[src/rtl/serial_cla_sub_pkg.sv]
// Shared types and helpers for the nibble-serial carry-lookahead subtractor.
package serial_cla_pkg;

    localparam int NIBBLE_W = 4;

    typedef enum logic [1:0] {
        IDLE = 2'd0,
        RUN  = 2'd1,
        DONE = 2'd2
    } state_t;

    // Two's-complement overflow of a - b: operand signs differ and the result sign left a's.
    function automatic logic signed_ovf(input logic a_msb, input logic b_msb, input logic diff_msb);
        return (a_msb != b_msb) && (diff_msb != a_msb);
    endfunction

endpackage

[src/rtl/serial_cla_sub_if.sv]
// Operand/result bundle of the serial subtractor.
// A transfer happens on a rising clock edge where valid && ready are both high; the
// sender holds its payload steady while valid is high and ready is low.
interface serial_cla_sub_if #(parameter int WIDTH = 16);
    logic             start_valid;
    logic             start_ready;
    logic [WIDTH-1:0] a;
    logic [WIDTH-1:0] b;
    logic             bin;
    logic             done_valid;
    logic             done_ready;
    logic [WIDTH-1:0] diff;
    logic             bout;
    logic             ovf;

    modport master (
        output start_valid, a, b, bin, done_ready,
        input  start_ready, done_valid, diff, bout, ovf
    );

    modport slave (
        input  start_valid, a, b, bin, done_ready,
        output start_ready, done_valid, diff, bout, ovf
    );
endinterface

[src/rtl/serial_cla_sub_cla4_slice.sv]
// Combinational 4-bit carry-lookahead adder slice; all carries come straight from g/p/cin.
module cla4_slice (
    input  logic [3:0] x,
    input  logic [3:0] y,
    input  logic       cin,
    output logic [3:0] s,
    output logic       cout
);
    logic [3:0] g;
    logic [3:0] p;
    logic [4:1] c;

    assign g = x & y;
    assign p = x ^ y;

    assign c[1] = g[0] | (p[0] & cin);
    assign c[2] = g[1] | (p[1] & g[0]) | (p[1] & p[0] & cin);
    assign c[3] = g[2] | (p[2] & g[1]) | (p[2] & p[1] & g[0]) | (p[2] & p[1] & p[0] & cin);
    assign c[4] = g[3] | (p[3] & g[2]) | (p[3] & p[2] & g[1]) | (p[3] & p[2] & p[1] & g[0])
                | (p[3] & p[2] & p[1] & p[0] & cin);

    assign s    = p ^ {c[3:1], cin};
    assign cout = c[4];
endmodule

[src/rtl/serial_cla_sub.sv]
// Multi-cycle a - b - bin: one CLA nibble of a + ~b + ~bin per clock, LSB nibble first.
module serial_cla_sub
    import serial_cla_pkg::*;
#(
    parameter int WIDTH = 16
) (
    input  logic            clk,
    input  logic            rst,
    serial_cla_sub_if.slave bus,
    output state_t          dbg_state
);
    localparam int NNIB  = WIDTH / NIBBLE_W;
    localparam int IDX_W = (NNIB > 1) ? $clog2(NNIB) : 1;
    localparam logic [IDX_W-1:0] LAST_IDX = IDX_W'(NNIB - 1);

    state_t             state;
    logic [IDX_W-1:0]   idx;
    logic               carry;
    logic [WIDTH-1:0]   sh_a;
    logic [WIDTH-1:0]   sh_nb;
    logic               a_msb;
    logic               b_msb;
    logic               start_ready_r;
    logic               done_valid_r;
    logic [WIDTH-1:0]   diff_r;
    logic               bout_r;
    logic               ovf_r;

    logic [NIBBLE_W-1:0] nib_sum;
    logic                nib_cout;

    cla4_slice u_slice (
        .x    (sh_a[NIBBLE_W-1:0]),
        .y    (sh_nb[NIBBLE_W-1:0]),
        .cin  (carry),
        .s    (nib_sum),
        .cout (nib_cout)
    );

    always_ff @(posedge clk) begin
        if (rst) begin
            state         <= IDLE;
            idx           <= '0;
            carry         <= 1'b1;
            sh_a          <= '0;
            sh_nb         <= '0;
            a_msb         <= 1'b0;
            b_msb         <= 1'b0;
            start_ready_r <= 1'b1;
            done_valid_r  <= 1'b0;
            diff_r        <= '0;
            bout_r        <= 1'b0;
            ovf_r         <= 1'b0;
        end else begin
            case (state)
                IDLE: begin
                    if (bus.start_valid && start_ready_r) begin
                        sh_a          <= bus.a;
                        sh_nb         <= ~bus.b;
                        carry         <= ~bus.bin;
                        a_msb         <= bus.a[WIDTH-1];
                        b_msb         <= bus.b[WIDTH-1];
                        idx           <= '0;
                        start_ready_r <= 1'b0;
                        state         <= RUN;
                    end
                end
                RUN: begin
                    diff_r[int'(idx)*NIBBLE_W +: NIBBLE_W] <= nib_sum;
                    carry <= nib_cout;
                    sh_a  <= sh_a >> NIBBLE_W;
                    sh_nb <= sh_nb >> NIBBLE_W;
                    idx   <= idx + IDX_W'(1);
                    if (idx == LAST_IDX) begin
                        // The top nibble's sum bit is the result sign used for overflow.
                        bout_r       <= ~nib_cout;
                        ovf_r        <= signed_ovf(a_msb, b_msb, nib_sum[NIBBLE_W-1]);
                        idx          <= '0;
                        done_valid_r <= 1'b1;
                        state        <= DONE;
                    end
                end
                DONE: begin
                    if (bus.done_ready) begin
                        done_valid_r  <= 1'b0;
                        start_ready_r <= 1'b1;
                        state         <= IDLE;
                    end
                end
                default: begin
                    state         <= IDLE;
                    start_ready_r <= 1'b1;
                    done_valid_r  <= 1'b0;
                end
            endcase
        end
    end

    assign bus.start_ready = start_ready_r;
    assign bus.done_valid  = done_valid_r;
    assign bus.diff        = diff_r;
    assign bus.bout        = bout_r;
    assign bus.ovf         = ovf_r;
    assign dbg_state       = state;
endmodule
[src/flat_wrapper.sv]
// flat-port wrapper written by rule: the top's interface ports become plain ports
module serial_cla_sub_flat import serial_cla_pkg::*;
#(
    parameter int WIDTH = 16
)
  (clk, rst, dbg_state, bus_start_valid, bus_a, bus_b, bus_bin, bus_done_ready, bus_start_ready, bus_done_valid, bus_diff, bus_bout, bus_ovf);
  serial_cla_sub_if #(.WIDTH(WIDTH)) bus_i ();
  input  logic clk;
  input  logic rst;
  output state_t dbg_state;
  input wire logic [$bits(bus_i.start_valid)-1:0] bus_start_valid;
  input wire logic [$bits(bus_i.a)-1:0] bus_a;
  input wire logic [$bits(bus_i.b)-1:0] bus_b;
  input wire logic [$bits(bus_i.bin)-1:0] bus_bin;
  input wire logic [$bits(bus_i.done_ready)-1:0] bus_done_ready;
  output wire logic [$bits(bus_i.start_ready)-1:0] bus_start_ready;
  output wire logic [$bits(bus_i.done_valid)-1:0] bus_done_valid;
  output wire logic [$bits(bus_i.diff)-1:0] bus_diff;
  output wire logic [$bits(bus_i.bout)-1:0] bus_bout;
  output wire logic [$bits(bus_i.ovf)-1:0] bus_ovf;
  assign bus_i.start_valid = bus_start_valid;
  assign bus_i.a = bus_a;
  assign bus_i.b = bus_b;
  assign bus_i.bin = bus_bin;
  assign bus_i.done_ready = bus_done_ready;
  assign bus_start_ready = bus_i.start_ready;
  assign bus_done_valid = bus_i.done_valid;
  assign bus_diff = bus_i.diff;
  assign bus_bout = bus_i.bout;
  assign bus_ovf = bus_i.ovf;
  serial_cla_sub #(.WIDTH(WIDTH)) u_core (.clk(clk), .rst(rst), .bus(bus_i), .dbg_state(dbg_state));
endmodule
[config.mk]
export PLATFORM = sky130hd
export DESIGN_NAME = serial_cla_sub_flat
export DESIGN_NICKNAME = d
export VERILOG_FILES = /design/src/rtl/serial_cla_sub_pkg.sv /design/src/rtl/serial_cla_sub_if.sv /design/src/rtl/serial_cla_sub_cla4_slice.sv /design/src/rtl/serial_cla_sub.sv /design/src/flat_wrapper.sv
export SDC_FILE = /design/constraint.sdc
export NUM_CORES = 1
export LEC_CHECK = 0
export ABC_AREA = 1
export CAP_MARGIN = 30
export CORE_UTILIZATION = 48
export DETAILED_ROUTE_END_ITERATION = 16
export GPL_TIMING_DRIVEN = 1
export PLACE_DENSITY = 0.75
export SETUP_SLACK_MARGIN = 0.15
export SLEW_MARGIN = 20
export SYNTH_ARGS = -nofsm -noshare
export SYNTH_HDL_FRONTEND = slang
export SYNTH_HIERARCHICAL = 1
export SYNTH_SLANG_ARGS = --single-unit
[constraint.sdc]
create_clock -name clk -period 1.6 [get_ports clk]
set_input_delay 0.32 -clock clk [delete_from_list [all_inputs] [get_ports clk]]
set_output_delay 0.32 -clock clk [all_outputs]
set_load 0.02 [all_outputs]
==> reports/qor.txt, run 1 <==
Max Clk Rate = 641 MHz
Area after DPL = 3710 um^2
Final Setup Violations = 0
Comb power frac = 29.0%
Critical Path Fanout Max = 4
CTS H-tree lvls = 3
synth cell count leaders = 122 x nand2_1, 71 x nor2_1, 59 x dfxtp_1, 56 x inv_1, 36 x nand3_1
CP cell instances = ha_4 > buf_6 > nand4_1 > nand2_1 > nand2_1 > nand2_2 > inv_4 > nand3_2 > nand2_1 > nor2_1 > nor2_1
CTS buffer count = 9
initial antenna violation count = 0
Congestion Overflow GR = 0
part of the power in registers = 41.0%
worst skew pair latency = 0.34 ns
die width = 81.6 um
largest net degree at the start of global routing = 49
nets = 573
Fin Hold WS = 0.462 ns
Peak VDD IR = 0.000570 V
Final Hold Viols = 0
vias = 2993
Setup WS post-layout = 0.0391 ns
Slew @ Worst Pin = 0.299 ns
worst path required time = 1.83 ns
crit path from = u_core/sh_a[2]$_SDFFE_PP0P_
first drt pass iteration count = 4
Yosys top cell area share = 38.8%
first-pass GRT wire length = 11800 um
synth top area cells = dfxtp_1 39%, nand2_1 15%, nor2_1 8.8%, inv_1 6.9%, nand3_1 5.9%
Int Pwr = 0.00273 W
antenna cells = 0
Die Y = 81.6 um
Mapped Nets = 509
fin area = 4060 um^2
Worst R2R Setup Slack = 0.04 ns
Tmin final = 1.56 ns
Finished Core Util = 67.4%
Final Max Slew Viols = 0
CP Buf/Inv Count = 2
Crit path max-delay family = simple AND/OR/NAND/NOR gates
Port-buffer cells = 58
CTS clk-pin slew, worst paths = 0.07 ns
Leak Pwr = 1.95 nW
Main synth FF type = dfxtp_1
share of cells above drive strength 1 = 17.2%
Yosys cell types = 26
row cnt = 28
Place WS = -0.0107 ns
GPL Wtd Cong = 0.826
routed vias/inst = 4.95
PD cells = 1000 nW/um^2
max_slew headroom = 80.0%
register bit total from synthesis = 59
Synth Warn # = 6
DR iter-0 viols = 134
type of origin of the critical path = flop
critical register-to-register path endpoint = u_core/bus.ovf$_SDFFE_PP0P_
worst hold path class = reg2reg
cell area after synthesis = 3040 um^2
Post-Synthesis Cells = 461
clock group share of total power = 30.1%
capture point of the worst path = u_core/bus.ovf$_SDFFE_PP0P_
switching part of the total power = 32.9%
Async S/R FF share, synth = 0%
Area Overhead vs Synth = 33.5%
CP Capture Type = flop
HPWL Detailed = 4790 um
worst-case reg-to-reg path depth = 11
post-synth top area cell = dfxtp_1
Sink Count = 59
die area = 6660 um^2
area of the core = 6030 um^2
Power, Total = 0.00407 W
most common cell in the netlist = nand2_1
Boundary Pins = 59
Root Driver = clkbuf_8
Worst R2R Start = u_core/sh_a[2]$_SDFFE_PP0P_
CP max stage delay = 0.34 ns
CTS tree = built
Antenna Nets Post-Route = 0
Tcrit/Tclk final = 97.6%
Post-synth EDFFs = 0
Arr. time, crit path = 1.79 ns
vias in the first global route = 2759
unrepaired setup endpoints after global routing = true
All-Layer GR Usage = 23.2%
wire length per cell = 12.1 um
DRC viols = 0
CP max stage cell = dfxtp_2
status = finished, final reports clean
critical path class = reg2reg
max cap viols = 0
Net Switching = 0.00134 W
cell mode on critical path = nand2_1
CTS Hold Buffers Added = 0
register area share after synthesis = 38.8%
mean post-synth cell area = 6.60 um^2
setup skew after layout = 0.00937 ns
Detailed Route WL = 7300 um
initial core utilization = 50.5%
critical path depth = 11
CTS max path bufs = 2
==> layout by cell type, fill, tap and decap left out, types with 8 or more instances in the layout <==
master,Yosys,final
nand3b_1,9,9
nor2_1,71,67
o21ai_0,19,19
nor2_2,4,8
clkbuf_8,0,11
inv_1,56,47
dlygate4sd2_1,0,20
clkdlybuf4s50_1,0,36
nand2_1,122,118
a21oi_1,26,21
dfxtp_1,59,51
buf_4,2,11
nand3_1,36,32
inv_2,5,12
==> cells by family after synthesis <==
group	Yosys count	share of synthesized area, %
AOI/OAI and AO/OA	52	8.72
xor gates and xnor gates	1	0.288
adders and majority gates	11	4.77
buffers and inverters	83	11.8
DFF	59	38.8
and+or+nand+nor	255	35.5
==> routing by layer <==
| metal | routed length (um) | global-route usage (%) | up-vias |
|---|---|---|---|
| met2 | 3690 | 39.8 | 78 |
| li1 | - | - | 1557 |
| met1 | 3120 | 28.0 | 1343 |
| met4 | 139 | 8.42 | 0 |
| met3 | 348 | 5.56 | 15 |
| met5 | 0 | 0 | - |
==> stage by stage <==
step / instances / setup TNS (ns)
finish: 605 / 0
global route: 605 / -0.0640
CTS: 605 / 0
detailed placement: 588 / -0.0590
global placement: 588 / 0
floorplan: 461 / 0
==> worst register-to-register path: stages, from the launching register on <==
cell and delay, ns:
dfxtp_2 0.34, ha_4 0.26, buf_6 0.09, nand4_1 0.13, nand2_1 0.12, nand2_1 0.07
nand2_2 0.12, inv_4 0.07, nand3_2 0.06, nand2_1 0.05, nor2_1 0.10, nor2_1 0.04
==> power by group through the flow <==
stage	combinational [W]	clock (W)	sequential, W
global placement	0.000993	0	0.00168
floorplan	0.000693	0	0.00169
detailed placement	0.00101	0	0.00168
global route	0.00132	0.00130	0.00168
CTS	0.00107	0.00124	0.00166
finish	0.00118	0.00122	0.00167
==> cell type report <==
type,count,area [um^2]
Timing Repair Buffer,73,687
Clock inverter,5,27.5
Sequential cell,59,1190
Tap cell,75,93.8
Inverter,63,241
Multi-Input combinational cell,319,1670
Clock buffer,11,151
Fill cell,555,1960
==> repair_timing <==
action                     in CTS  in global routing
gates resized for setup        37                 45
buffers inserted                1                  0
pin swaps                      13                 17
setup endpoints to repair      36                 45
==> state kept, by name (all words and copies together) (netlist names) <==
| register | flops |
|---|---|
| u_core/bus.ovf | 1 |
| u_core/sh_a | 16 |
| u_core/a_msb | 1 |
| u_core/bus.diff | 16 |
| u_core/carry | 1 |
| u_core/bus.done_valid | 1 |
| u_core/idx | 2 |
| u_core/bus.start_ready | 1 |
| u_core/sh_nb | 16 |
| u_core/bus.bout | 1 |
| u_core/dbg_state | 2 |
| u_core/b_msb | 1 |
==> how the worst min path moves through the flow <==
stage / endpoint / cells after the start / slack [ns] / from
after global routing: u_core/bus.diff[15]$_SDFFE_PP0P_ / 2 / 0.48 / u_core/bus.diff[15]$_SDFFE_PP0P_
after global placement: u_core/bus.diff[4]$_SDFFE_PP0P_ / 2 / 0.46 / u_core/bus.diff[4]$_SDFFE_PP0P_
final: u_core/bus.diff[9]$_SDFFE_PP0P_ / 2 / 0.46 / u_core/bus.diff[9]$_SDFFE_PP0P_
after detailed placement: u_core/bus.diff[4]$_SDFFE_PP0P_ / 2 / 0.46 / u_core/bus.diff[4]$_SDFFE_PP0P_
after floorplan: u_core/b_msb$_SDFFE_PP0P_ / 2 / 0.45 / u_core/b_msb$_SDFFE_PP0P_
after CTS: u_core/bus.diff[4]$_SDFFE_PP0P_ / 2 / 0.46 / u_core/bus.diff[4]$_SDFFE_PP0P_
Power figures use the tool's default switching activity.
==> inputs of run 2 (changes only) <==
Settings changed: ABC_AREA 1 to default, CAP_MARGIN 30 to 0.
==> run 2 against run 1 <==
  * The flow now finishes with violations (negative setup slack)
  * Clock-buffer cell count increased by 3
  * Power decreased by 3.4%
  * Utilization is 3.1 points higher
  * Clock skew rose by 0.0027 ns
  * Worst hold slack worse by 0.0018 ns
  * Combinational power fell by 21%
  * Register-to-register slack got worse by 0.12 ns
  * Non-clock buffer count is 20 higher
  * First-iteration DRC count decreased by 30%
  * Sequential share of layout area fell by 0.85 points
  * Largest power group unchanged
==> reports/qor.txt, run 2 <==
status = finished, violations left
failing checks = negative setup slack
die width = 80.6 um (-1.2%)
initial antenna violation count = 0 (unchanged)
Die Y = 80.6 um (-1.2%)
HPWL Detailed = 4920 um (+2.7%)
Min-Delay Startpoint = u_core/bus.diff[13]$_SDFFE_PP0P_
Port-buffer cells = 58 (unchanged)
synth top area cells = dfxtp_1 40%, ha_1 4.2%, a21oi_1 4.0%, mux2i_1 4.0%, o311a_1 4.0%
Setup WS post-layout = -0.0842 ns (-0.123 ns)
PD cells = 935 nW/um^2 (-6.6%)
Mapped Nets = 359 (-29%)
Area after DPL = 3800 um^2 (+2.5%)
cell area after synthesis = 2970 um^2 (-2.5%)
vias in the first global route = 2488 (-9.8%)
register area share after synthesis = 39.8% (+0.98 points)
max_slew headroom = 77.1% (-2.9 points)
max cap viols = 0 (unchanged)
Final Setup Violations = 4 (+4)
FF+latch area = 1200 um^2 (+0.42%)
Area Overhead vs Synth = 41.6%
worst skew pair latency = 0.33 ns (about the same)
Yosys cell types = 48 (+85%)
Worst R2R Setup Slack = -0.08 ns (-0.12 ns)
GPL Wtd Cong = 0.838 (+1.5%)
synth cell count leaders = 59 x dfxtp_1, 26 x inv_1, 24 x a21oi_1, 19 x nand2_1, 18 x clkbuf_1
worst-case reg-to-reg path depth = 7 (-4)
worst hold path class = reg2reg
row cnt = 28 (unchanged)
DRC viols = 0 (unchanged)
crit path from = u_core/sh_a[0]$_SDFFE_PP0P_
CP max stage delay = 0.34 ns (about the same)
unrepaired setup endpoints after global routing = true
Synth Warn # = 6 (unchanged)
setup skew after layout = 0.0121 ns (+0.00269 ns)
met3 usage = 4.66% (-0.90 points)
Max Clk Rate = 594 MHz (-7.3%)
Main synth FF type = dfxtp_1
Post-synth EDFFs = 0 (unchanged)
Slew @ Worst Pin = 0.340 ns (+0.0403 ns)
routed vias/inst = 5.55 (+12%)
Leak Pwr = 1.85 nW (-5.0%)
Boundary Pins = 59 (unchanged)
Critical Path Fanout Max = 3 (-1)
capture point of the worst path = u_core/bus.ovf$_SDFFE_PP0P_
CP max stage cell = dfxtp_2
post-synth top area cell = dfxtp_1
Post-Synthesis Cells = 311 (-33%)
area of the multi-input gates = 1710 um^2 (+2.6%)
vias = 2596 (-13%)
Tmin final = 1.68 ns (+0.123 ns)
gr busiest metal = met2
CTS buffer count = 9 (unchanged)
area of the core = 5960 um^2 (-1.2%)
die area = 6500 um^2 (-2.4%)
Sink Count = 59 (unchanged)
worst path required time = 1.84 ns (about the same)
commonest non-fill, non-tap cell in the layout = dfxtp_1
type of origin of the critical path = flop
Root Driver = clkbuf_8
CP Capture Type = flop
critical register-to-register path endpoint = u_core/bus.ovf$_SDFFE_PP0P_
Final Hold Viols = 0 (unchanged)
most common cell in the netlist = dfxtp_1
TNS Setup = -0.134 ns (-0.134 ns)
Final Max Slew Viols = 0 (unchanged)
CTS tree = built
DR iter-0 viols = 94 (-30%)
Finished Core Util = 70.5% (+3.1 points)
Tcrit/Tclk final = 105% (+7.7 points)
register bit total from synthesis = 59 (unchanged)
Filler cells = 494 (-11%)
All-Layer GR Usage = 23.1% (-0.091 points)
Antenna Nets Post-Route = 0 (unchanged)
fin area = 4200 um^2 (+3.4%)
Peak VDD IR = 0.000579 V (+1.5%)
Detailed Route WL = 7210 um (-1.2%)
Yosys top cell area share = 39.8% (+0.98 points)
Congestion Overflow GR = 0 (unchanged)
GRT met2 Usage = 41.3% (+1.4 points)
antenna cells = 0 (unchanged)
CTS max path bufs = 2 (unchanged)
CP cell instances = ha_4 > a21o_1 > a31o_1 > xor2_2 > and3b_1 > a21oi_2 > a311oi_1
mean post-synth cell area = 9.54 um^2 (+45%)
GR Layer Usage met1 = 26.7% (-1.3 points)
nets = 436 (-24%)
wire length per cell = 15.4 um (+28%)
most frequent cells in the layout = 51 x dfxtp_1, 36 x clkdlybuf4s50_1, 27 x buf_4, 22 x inv_1
CTS H-tree lvls = 3 (unchanged)
critical path class = reg2reg
CTS clk-pin slew, worst paths = 0.07 ns (about the same)
largest net degree at the start of global routing = 34 (-31%)
share of cells above drive strength 1 = 26.0% (+8.8 points)
Async S/R FF share, synth = 0% (unchanged)
Arr. time, crit path = 1.92 ns (+0.13 ns)
initial core utilization = 49.8% (-0.67 points)
Worst R2R Start = u_core/sh_a[0]$_SDFFE_PP0P_
Power, Total = 0.00393 W (-3.4%)
Fin Hold WS = 0.460 ns (-0.00184 ns)
first-pass GRT wire length = 11300 um (-3.7%)
first drt pass iteration count = 5 (+1)
## run 2: what timing repair did
| item | in CTS | in global routing |
|---|---|---|
| endpoints found under the setup margin | 45 | 32 |
| buffers inserted | 8 | 2 |
| gates resized for setup | 35 | 21 |
| pin swaps | 17 | 13 |
| gates cloned | 1 | 0 |
| hold buffers | 0 | 0 |
## run 2: power breakdown
group | internal, W | switching, W
Clock | 0.000804 | 0.000550
Sequential | 0.00157 | 0.0000672
Combinational | 0.000499 | 0.000439
## run 2: worst min-delay path by stage
stage                                                  end  slack [ns]  cells after the start
final                     u_core/bus.diff[13]$_SDFFE_PP0P_        0.46                      2
after global routing       u_core/bus.diff[6]$_SDFFE_PP0P_        0.49                      2
after CTS                 u_core/bus.diff[10]$_SDFFE_PP0P_        0.46                      1
after detailed placement  u_core/bus.diff[10]$_SDFFE_PP0P_        0.44                      1
after global placement    u_core/bus.diff[12]$_SDFFE_PP0P_        0.44                      2
after floorplan                  u_core/a_msb$_SDFFE_PP0P_        0.45                      2
## run 2: routing by layer
metal  share of wire, %  up-vias  routed length (um)
met4                1.4        0                 104
met1                 43     1215                3120
li1                   -     1304                   -
met5                  0        -                   0
met2                 51       66                3700
met3                4.0       11                 290
## run 2: worst max-delay path, delay by kind of cell (launching register included)
kind	cells	cell delay (ns)
AND/OR/NAND/NOR	1	0.20
AO/OA/AOI/OAI	4	0.63
XOR/XNOR	1	0.20
adder cells (fa/ha/maj)	1	0.22
flip-flops	1	0.34
## run 2: layout make-up
cell class,instances,area share [%]
clock buffers,14,3.87
clock inverters,2,0.834
inverters,26,2.50
multi-input cells,199,40.7
flip-flops and latches,59,28.5
well taps,75,2.23
repair buffers,93,21.3
## run 2: metrics by stage
| step | cells | setup slack, ns |
|---|---|---|
| 2_1_floorplan | 311 | -0.0701 |
| 3_3_place_gp | 441 | -0.0991 |
| 3_5_place_dp | 441 | -0.189 |
| 4_1_cts | 466 | -0.0932 |
| 5_1_grt | 468 | -0.155 |
| 6_report | 468 | -0.0842 |
## run 2: cells by family after synthesis
group | count (synthesis) | synth area share (%)
adders and majority gates | 11 | 4.89
muxes | 25 | 9.74
and+or+nand+nor | 64 | 11.9
xor gates and xnor gates | 3 | 0.886
AOI/OAI and AO/OA | 95 | 24.0
buffers and inverters | 54 | 8.81
DFF | 59 | 39.8
==> inputs of run 3 (changes only) <==
Settings changed: CORE_UTILIZATION 48 to 46.
Clock period 1.6 ns to 1.4 ns, I/O delays scaled along.
==> run 3 against run 2 <==
  * Largest power group unchanged
  * Die area is 4.2% higher
  * Via count is 10% higher
  * Largest cell class unchanged
  * Critical path type unchanged
  * Utilization is 9.3 points higher
  * The run still ends with negative setup slack left
==> reports/qor.txt, run 3 (synthesis gave the netlist of run 2 again) <==
Tcrit/Tclk final = 125% (+20 points)
PD cells = 1010 nW/um^2 (+8.0%)
CTS max path bufs = 2 (unchanged)
share of cells above drive strength 1 = 46.7% (+21 points)
Power, Total = 0.00488 W (+24%)
worst hold path class = reg2reg
initial antenna violation count = 0 (unchanged)
DR iter-0 viols = 146 (+55%)
HPWL Detailed = 4940 um (+0.37%)
setup skew after layout = 0.00581 ns (-0.00625 ns)
critical path class = reg2reg
CP Capture Type = flop
max cap viols = 0 (unchanged)
most frequent cells in the layout = 51 x dfxtp_1, 34 x clkdlybuf4s50_1, 33 x buf_4, 21 x inv_1, 18 x buf_6
worst path required time = 1.65 ns (-0.19 ns)
Slew @ Worst Pin = 0.348 ns (+0.00786 ns)
Peak VDD IR = 0.000705 V (+22%)
Final Hold Viols = 0 (unchanged)
Sink Count = 59 (unchanged)
Boundary Pins = 59 (unchanged)
fin area = 4840 um^2 (+15%)
Final Max Slew Viols = 0 (unchanged)
die area = 6770 um^2 (+4.2%)
Finished Core Util = 79.8% (+9.3 points)
Arr. time, crit path = 2.00 ns (+0.08 ns)
Max Clk Rate = 572 MHz (-3.7%)
Root Driver = clkbuf_8
Die Y = 82.3 um (+2.1%)
Final Setup Violations = 25 (+21)
max_slew headroom = 76.8% (-0.28 points)
type of origin of the critical path = flop
CTS tree = built
Area Overhead vs Synth = 63.1%
Detailed Route WL = 9240 um (+28%)
largest net degree at the start of global routing = 28 (-18%)
unrepaired setup endpoints after global routing = true
CTS clk-pin slew, worst paths = 0.06 ns (about the same)
Filler cells = 358 (-28%)
wire length per cell = 18.7 um (+21%)
die width = 82.3 um (+2.1%)
CTS Hold Buffers Added = 0 (unchanged)
Leak Pwr = 2.09 nW (+13%)
area of the multi-input gates = 1990 um^2 (+16%)
DRC viols = 0 (unchanged)
first-pass GRT wire length = 13500 um (+19%)
routed vias/inst = 5.78 (+4.2%)
area of the core = 6060 um^2 (+1.8%)
Place WS = -0.357 ns (-0.167 ns)
Setup WS post-layout = -0.348 ns (-0.264 ns)
commonest non-fill, non-tap cell in the layout = dfxtp_1
failing checks = negative setup slack
Area after DPL = 3980 um^2 (+4.6%)
CTS H-tree lvls = 3 (unchanged)
CTS buffer count = 9 (unchanged)
worst skew pair latency = 0.35 ns (+0.02 ns)
FF+latch area = 1200 um^2 (unchanged)
first drt pass iteration count = 4 (-1)
vias = 2860 (+10%)
initial core utilization = 48.9% (-0.86 points)
Congestion Overflow GR = 0 (unchanged)
nets = 464 (+6.4%)
row cnt = 28 (unchanged)
Port-buffer cells = 58 (unchanged)
Critical Path Fanout Max = 3 (unchanged)
GPL Wtd Cong = 0.870 (+3.8%)
status = finished, violations left
All-Layer GR Usage = 27.2% (+4.1 points)
vias in the first global route = 2745 (+10%)
Antenna Nets Post-Route = 0 (unchanged)
Tmin final = 1.75 ns (+0.0643 ns)
antenna cells = 0 (unchanged)
[run 3: cell types whose count changed in the layout (fill, tap and decap cells not counted), sizes merged]
cell	before	now
clkdlybuf4s50	36	34
dlygate4sd2	21	2
clkbuf	15	14
nand2b	8	7
buf	35	78
clkdlybuf4s15	0	7
[run 3: per-layer routing]
| layer | up-vias | global-route usage [%] | part of all wire, % |
|---|---|---|---|
| met5 | - | 0 | 0 |
| met4 | 0 | 8.07 | 1.7 |
| met3 | 15 | 6.04 | 4.9 |
| met2 | 96 | 48.0 | 52 |
| met1 | 1387 | 32.7 | 42 |
| li1 | 1362 | - | - |
[run 3: final timing paths]
kind	start	end	slack, ns	cells after the start
max	u_core/sh_a[0]$_SDFFE_PP0P_	u_core/bus.ovf$_SDFFE_PP0P_	-0.35	7
min	u_core/bus.diff[10]$_SDFFE_PP0P_	u_core/bus.diff[10]$_SDFFE_PP0P_	0.45	1
max reg2reg	u_core/sh_a[0]$_SDFFE_PP0P_	u_core/bus.ovf$_SDFFE_PP0P_	-0.35	7
min reg2reg	u_core/bus.diff[10]$_SDFFE_PP0P_	u_core/bus.diff[10]$_SDFFE_PP0P_	0.45	1
[run 3: where the power goes]
group          total (W)  switching (W)  internal, W
Combinational    0.00143       0.000648     0.000783
Sequential       0.00188      0.0000881      0.00179
Clock            0.00157       0.000663     0.000908
[run 3: worst max-delay path, cell delays in order (launching register included)]
cell and delay [ns]:
dfxtp_2 0.34, ha_4 0.22, a21o_1 0.19, a31o_1 0.27, xor2_2 0.20, and3b_1 0.20, a21oi_1 0.04, a311oi_1 0.20
[run 3: final cells by class]
| cell class | instances | share of cell area [%] |
|---|---|---|
| Clock buffer | 13 | 3.29 |
| Clock inverter | 2 | 0.724 |
| Inverter | 26 | 2.12 |
| Multi-Input combinational cell | 198 | 41.2 |
| Sequential cell | 59 | 24.8 |
| Tap cell | 75 | 1.94 |
| Timing Repair Buffer | 122 | 26.0 |
[run 3: what timing repair did]
item | in CTS | in global routing
cloned | 6 | 1
buffers inserted | 14 | 5
resized for setup | 133 | 52
pin swaps | 42 | 27
endpoints found under the setup margin | 76 | 67
[run 3: stage by stage]
stage / hold WS, ns / setup TNS [ns] / cells
6_report: 0.452 / -3.13 / 495
5_1_grt: 0.476 / -4.48 / 495
4_1_cts: 0.458 / -2.38 / 489
3_5_place_dp: 0.445 / -11.81 / 454
3_3_place_gp: 0.438 / -10.28 / 454
2_1_floorplan: 0.416 / -2.39 / 311
